### src/rtl/fetch_pkg.sv
// rtl/fetch_pkg.sv - shared types and constants for the instruction fetch unit
//
// Holds the fetch FSM state encoding, the reset fetch address and the bit
// positions of the decoded instruction fields.

package fetch_pkg;

    typedef enum logic [1:0] {
        ST_IDLE = 2'd0,   // no outstanding request
        ST_REQ  = 2'd1,   // requesting fetch_pc
        ST_DROP = 2'd2    // stale request in flight; its response is discarded
    } fetch_state_e;

    localparam logic [31:0] RESET_PC = 32'h0000_0000;

    localparam int COND_HI  = 31;
    localparam int COND_LO  = 28;
    localparam int OP_HI    = 27;
    localparam int OP_LO    = 26;
    localparam int FUNCT_HI = 25;
    localparam int FUNCT_LO = 20;
    localparam int RD_HI    = 15;
    localparam int RD_LO    = 12;

    // FIFO entry is {instr[31:0], pc[31:0]}
    localparam int FIFO_W = 64;

endpackage

### src/rtl/fetch_fifo.sv
// rtl/fetch_fifo.sv - 2-entry FIFO holding fetched {instr, pc} pairs
//
// Ports:
//   clk, reset      clock, asynchronous active-low reset
//   push, push_data write an entry (ignored when full)
//   pop             drop the head entry (ignored when empty)
//   flush           empty the FIFO; wins over push and pop
//   head_data       current head entry (valid when count != 0)
//   count           number of stored entries, 0..2

module fetch_fifo
    import fetch_pkg::*;
(
    input  logic              clk,
    input  logic              reset,
    input  logic              push,
    input  logic [FIFO_W-1:0] push_data,
    input  logic              pop,
    input  logic              flush,
    output logic [FIFO_W-1:0] head_data,
    output logic [1:0]        count
);

    logic [FIFO_W-1:0] mem [0:1];
    logic              rd_ptr;
    logic              wr_ptr;
    logic              do_push;
    logic              do_pop;

    assign do_push   = push && !flush && (count != 2'd2);
    assign do_pop    = pop && !flush && (count != 2'd0);
    assign head_data = mem[rd_ptr];

    always_ff @(posedge clk or negedge reset) begin
        if (!reset) begin
            rd_ptr <= 1'b0;
            wr_ptr <= 1'b0;
            count  <= 2'd0;
        end else if (flush) begin
            rd_ptr <= 1'b0;
            wr_ptr <= 1'b0;
            count  <= 2'd0;
        end else begin
            if (do_push) wr_ptr <= ~wr_ptr;
            if (do_pop)  rd_ptr <= ~rd_ptr;
            count <= count + {1'b0, do_push} - {1'b0, do_pop};
        end
    end

    // Storage needs no reset: entries are only observed when count != 0.
    always_ff @(posedge clk) begin
        if (do_push) mem[wr_ptr] <= push_data;
    end

endmodule

### src/rtl/fetch_unit.sv
// rtl/fetch_unit.sv - instruction fetch unit with 2-entry prefetch buffer
//
// Optional feature macro: FETCH_PERF_EN adds perf_fetch_cnt / perf_flush_cnt.
//
// Ports:
//   clk, reset                  clock, asynchronous active-low reset
//   imem_req, imem_addr         registered instruction-memory read request
//   imem_ack, imem_rdata        read completion and returned word
//   instr_valid, instr_ready    head-of-buffer handshake to the control path
//   cond, op, funct, rd         fields decoded from the head instruction
//   instr_pc                    address of the head instruction
//   pc_src, branch_target       redirect request and target (bits [1:0] ignored)
//   perf_fetch_cnt              (FETCH_PERF_EN) count of consumed instructions
//   perf_flush_cnt              (FETCH_PERF_EN) count of redirect cycles

module fetch_unit
    import fetch_pkg::*;
(
    input  logic        clk,
    input  logic        reset,
    output logic        imem_req,
    output logic [31:0] imem_addr,
    input  logic        imem_ack,
    input  logic [31:0] imem_rdata,
    output logic        instr_valid,
    input  logic        instr_ready,
    output logic [3:0]  cond,
    output logic [1:0]  op,
    output logic [5:0]  funct,
    output logic [3:0]  rd,
    output logic [31:0] instr_pc,
    input  logic        pc_src,
`ifdef FETCH_PERF_EN
    input  logic [31:0] branch_target,
    output logic [31:0] perf_fetch_cnt,
    output logic [15:0] perf_flush_cnt
`else
    input  logic [31:0] branch_target
`endif
);

    fetch_state_e      state_q, state_d;
    logic [31:0]       fetch_pc_q, fetch_pc_d;
    logic [31:0]       addr_d;
    logic [31:0]       target;
    logic [31:0]       pc_plus4;
    logic              push;
    logic              pop;
    logic [1:0]        count;
    logic [1:0]        count_after;
    logic [FIFO_W-1:0] head_data;
    logic [31:0]       head_instr;
    logic              unused_target_bits;

    assign target             = {branch_target[31:2], 2'b00};
    assign unused_target_bits = ^branch_target[1:0];
    assign pc_plus4           = fetch_pc_q + 32'd4;

    // A redirect flushes the buffer, so it overrides both push and pop.
    assign pop  = instr_valid && instr_ready && !pc_src;
    assign push = (state_q == ST_REQ) && imem_ack && !pc_src;

    // Occupancy once this edge's push/pop/flush have taken effect. In REQ
    // the FIFO never holds more than one entry, so push cannot overflow it.
    assign count_after = pc_src ? 2'd0 : (count + {1'b0, push} - {1'b0, pop});

    fetch_fifo u_fifo (
        .clk       (clk),
        .reset     (reset),
        .push      (push),
        .push_data ({imem_rdata, fetch_pc_q}),
        .pop       (pop),
        .flush     (pc_src),
        .head_data (head_data),
        .count     (count)
    );

    assign instr_valid = (count != 2'd0);
    assign head_instr  = head_data[63:32];
    assign instr_pc    = head_data[31:0];
    assign cond        = head_instr[COND_HI:COND_LO];
    assign op          = head_instr[OP_HI:OP_LO];
    assign funct       = head_instr[FUNCT_HI:FUNCT_LO];
    assign rd          = head_instr[RD_HI:RD_LO];

    always_comb begin
        state_d    = state_q;
        fetch_pc_d = fetch_pc_q;
        addr_d     = imem_addr;
        case (state_q)
            ST_IDLE: begin
                if (pc_src) begin
                    fetch_pc_d = target;
                    state_d    = ST_REQ;
                    addr_d     = target;
                end else if (count_after != 2'd2) begin
                    state_d = ST_REQ;
                    addr_d  = fetch_pc_q;
                end
            end
            ST_REQ: begin
                if (pc_src) begin
                    fetch_pc_d = target;
                    if (imem_ack) begin
                        // Response lands now and is simply not pushed.
                        addr_d = target;
                    end else begin
                        // Old address stays on the bus until its ack drains.
                        state_d = ST_DROP;
                    end
                end else if (imem_ack) begin
                    fetch_pc_d = pc_plus4;
                    if (count_after == 2'd2) begin
                        state_d = ST_IDLE;
                    end else begin
                        addr_d = pc_plus4;
                    end
                end
            end
            ST_DROP: begin
                if (pc_src) begin
                    fetch_pc_d = target;
                end else if (imem_ack) begin
                    state_d = ST_REQ;
                    addr_d  = fetch_pc_q;
                end
            end
            default: begin
                state_d = ST_IDLE;
            end
        endcase
    end

    always_ff @(posedge clk or negedge reset) begin
        if (!reset) begin
            state_q    <= ST_IDLE;
            fetch_pc_q <= RESET_PC;
            imem_req   <= 1'b0;
            imem_addr  <= 32'h0000_0000;
        end else begin
            state_q    <= state_d;
            fetch_pc_q <= fetch_pc_d;
            imem_req   <= (state_d != ST_IDLE);
            imem_addr  <= addr_d;
        end
    end

`ifdef FETCH_PERF_EN
    always_ff @(posedge clk or negedge reset) begin
        if (!reset) begin
            perf_fetch_cnt <= 32'd0;
            perf_flush_cnt <= 16'd0;
        end else begin
            if (pop)    perf_fetch_cnt <= perf_fetch_cnt + 32'd1;
            if (pc_src) perf_flush_cnt <= perf_flush_cnt + 16'd1;
        end
    end
`endif

endmodule

### config.mk
export PLATFORM = sky130hd
export DESIGN_NAME = fetch_unit
export DESIGN_NICKNAME = d
export VERILOG_FILES = /design/src/rtl/fetch_pkg.sv /design/src/rtl/fetch_fifo.sv /design/src/rtl/fetch_unit.sv
export SDC_FILE = /design/constraint.sdc
export NUM_CORES = 1
export LEC_CHECK = 0
export BUFFER_PORTS_ARGS = -buffer_cell sky130_fd_sc_hd__buf_2
export CAP_MARGIN = 20
export CORE_UTILIZATION = 40
export CTS_CLUSTER_DIAMETER = 150
export DETAILED_ROUTE_END_ITERATION = 10
export GPL_TIMING_DRIVEN = 0
export HOLD_SLACK_MARGIN = 0.15
export PLACE_DENSITY = 0.69
export SETUP_SLACK_MARGIN = 0.05
export SYNTH_ARGS = -nofsm -noshare
export SYNTH_HDL_FRONTEND = slang
export SYNTH_SLANG_ARGS = --single-unit
### constraint.sdc
create_clock -name clk -period 3.5 [get_ports clk]
set_input_delay 0.875 -clock clk [delete_from_list [all_inputs] [get_ports clk]]
set_output_delay 0.875 -clock clk [all_outputs]
set_load 0.02 [all_outputs]
==> metrics.yaml <==
drv_cap: 0
outcome: "complete, no violations"
crit_chain: "buf_2 -> buf_6 -> buf_6 -> buf_12 -> nor2_1 -> ha_1 -> inv_1 -> ha_1 -> xnor3_1 -> a2111oi_4 -> or3_1 -> buf_4 -> buf_6 -> nor3_1 -> a311oi_1"
netlist_area_um2: 8760
antenna_found_initial: 2
synth_edf_count: 96
overflow: 0
use_met1_pct: 32.0
p_leak_nw: 4.12
wire_per_inst_um: 22.2
synth_ff_type: "edfxtp_1"
tightest_slew_ns: 1.14
clk_pin_slew_ns: 0.06
syn_area_per_cell_um2: 11.2
final_max_slew_viol_count: 0
drt_first_iter_violations: 953
grt_max_degree: 42
drc: 0
clock_tree.root_cell: "clkbuf_16"
hold_viol: 0
cts_tree: "built"
routabilityCongestion: 0.955
yosysTopAreaCell: "edfxtp_1"
crit_slowest_cell: "a2111oi_4"
crit_type: "input pin to flip-flop"
syn_inst: 781
critPathCaptureType: "flip-flop"
die-area_um2: 22500
syn2layout_area_growth_pct: 19.9
numPortBuffers: 132
hold_class: "input pin to async pin"
synth_area_leaders: "edfxtp_1 33%, dfrtp_1 20%, mux2_2 7.2%, o21ai_0 3.5%, nand2_1 3.1%"
dp_hpwl_mm: 19.3
coreArea_um2: 21200
ys_types: 78
viasPerCell: 6.01
holdWs_ns: 0.390
layout-drive-gt1-share_pct: 28.9
stdcell_area_um2: 10500
fmax_mhz: 308
crit_fanout: 19
dr_total_vias: 7360
period_share_pct: 92.8
irDropWorstVdd_mv: 0.354
critPathArrivalTime_ns: 3.58
skew_ns: 0.0106
grt-busiest-layer: "met2"
ctsHoldBuffers: 0
max-clock-path-buffers: 2
dpl-instance-area_um2: 9850
grt_usage_pct: 24.7
start_kind: "input pin"
gr-usage-met3_pct: 6.28
cts_sinks: 167
cpPeakStageDelay_ns: 0.30
grt_pass1_wl_mm: 40.8
die_h_um: 150
start_util_pct: 41.3
row_count: 53
synth_fp_nets: 859
relSlewSlack_pct: 23.5
crit_top_cell: "buf_6"
synth.ff_latch_count: 167
dr.pass1.iters: 6
first_global_vias: 6972
crit_required_ns: 3.84
powerDensity_nw_per_um2: 934
ant_nets: 0
clock_latency_ns: 0.44
ys_seq_area_share_pct: 53.2
yosys_warnings: 0
wl_mm: 27.1
min_period_ns: 3.25
synthArstFlopShare_pct: 42.5
final-setup-viol-count: 0
synth_top_area_share_pct: 32.9
fp.dieW_um: 150
fin_nets: 1013
numCtsBuffers: 17
htree_levels: 4
use_met2_pct: 37.6
rsz0062_at_grt: "no"
boundaryPins: 151
through the flow:
| stage | instances | setup TNS (ns) | util, % | setup slack (ns) | power (mW) |
|---|---|---|---|---|---|
| final | 1224 | 0 | 49.5 | 0.252 | 9.80 |
| after global routing | 1224 | 0 | 49.5 | 0.0172 | 10.3 |
| after CTS | 1222 | 0 | 49.3 | 0.0566 | 9.69 |
| after detailed placement | 1191 | -26.35 | 46.4 | -1.15 | 7.74 |
| after global placement | 1188 | -128.77 | 46.0 | -1.20 | 7.69 |
| after floorplan | 781 | 0 | - | 0.0768 | 6.16 |
cell usage in the layout, fill, tap and decap left out, drive strengths merged, types with 10 or more instances in the layout:
cell    count
a22oi      10
and3       11
inv        17
nor2       41
mux2       56
o21ai      62
dfrtp      71
nor3       13
nand4      14
a31oi      14
buf       157
nand3      27
mux2i      11
clkbuf     62
nor4       10
nand2b     10
nand2      72
a21oi      38
edfxtp     96
layout make-up:
class | instances | area (um^2)
well taps | 275 | 344
repair buffers | 136 | 738
clock buffers | 22 | 475
diodes | 1 | 2.50
inverters | 17 | 63.8
fillers | 1960 | 10700
clock inverters | 10 | 121
plain buffers | 61 | 399
flip-flops and latches | 167 | 4660
multi-input cells | 535 | 3690
kinds of logic (layout without fill, tap and decap cells):
family / Yosys count / after routing / synth area share, %
adders and majority gates: 9 / 9 / 1.29
and+or+nand+nor: 229 / 229 / 13.6
other: 0 / 1 / 0
muxes: 67 / 67 / 8.46
AOI/OAI and AO/OA: 218 / 218 / 17.2
DFF: 167 / 167 / 53.2
xor gates and xnor gates: 12 / 12 / 1.36
buffers and inverters: 79 / 246 / 4.84
path summary, 6_finish.rpt:
check / slack [ns] / end / start / cells after the start
setup reg to reg: 0.30 / imem_addr[24] / state_q[1] / 13
hold / removal: 0.39 / fetch_pc_q[9] / reset / 1
min in group clk: 0.47 / u_fifo.mem[0][17] / fetch_pc_q[17] / 0
max in group asynchronous: 2.56 / u_fifo.count[1] / reset / 2
setup / recovery: 0.25 / imem_addr[24] / pc_src / 15
hold reg to reg: 0.47 / u_fifo.mem[0][17] / fetch_pc_q[17] / 0
cell usage after synthesis, types with 7 or more instances:
library cell  number
a31oi_1           14
edfxtp_1          96
and3_1            11
ha_1               9
clkbuf_1          31
xnor2_1            9
mux2_2            56
buf_1              7
nor2b_1            7
nand4_1           12
a21oi_1           38
o21ai_0           61
a311oi_1           9
nand3_1           27
dfrtp_1           71
mux2i_1           11
buf_2              8
nor2_1            41
a22oi_1           10
nand2b_1          10
nor4_1             8
a2bb2oi_1          9
inv_1             16
nor3_1            12
nand2_1           72
power by group:
group          internal, mW  switching (mW)  leakage, nW  total (mW)
clock network          1.12           0.782        0.295        1.90
logic                  1.69            3.00         2.09        4.68
registers              2.70           0.512         1.73        3.22
state kept, by name, summed over array words and instances (netlist names):
register,flops
u_fifo.mem,96
fetch_pc_q,32
imem_addr,32
state_q,2
u_fifo.count,2
imem_req,1
u_fifo.rd_ptr,1
u_fifo.wr_ptr,1
critical path, delay by kind of cell:
| kind | cells | cell delay [ns] |
|---|---|---|
| compound gates | 2 | 0.57 |
| buf+inv | 7 | 1.15 |
| simple gates | 3 | 0.30 |
| xor+xnor | 1 | 0.28 |
| fa+ha+maj | 2 | 0.41 |
layer usage:
layer / share of wire, % / vias to the layer above
li1: - / 3294
met1: 40 / 3531
met2: 46 / 452
met3: 10 / 81
met4: 4.1 / 2
met5: 0.044 / -
repair_timing:
| action | 4_1_cts | 5_1_grt |
|---|---|---|
| setup buffers | 0 | 1 |
| endpoints found under the hold margin | 0 | 0 |
| gates resized for setup | 7 | 11 |
| pin swaps | 0 | 2 |
| endpoints found under the setup margin | 33 | 33 |
(Power assumes the default switching activity.)
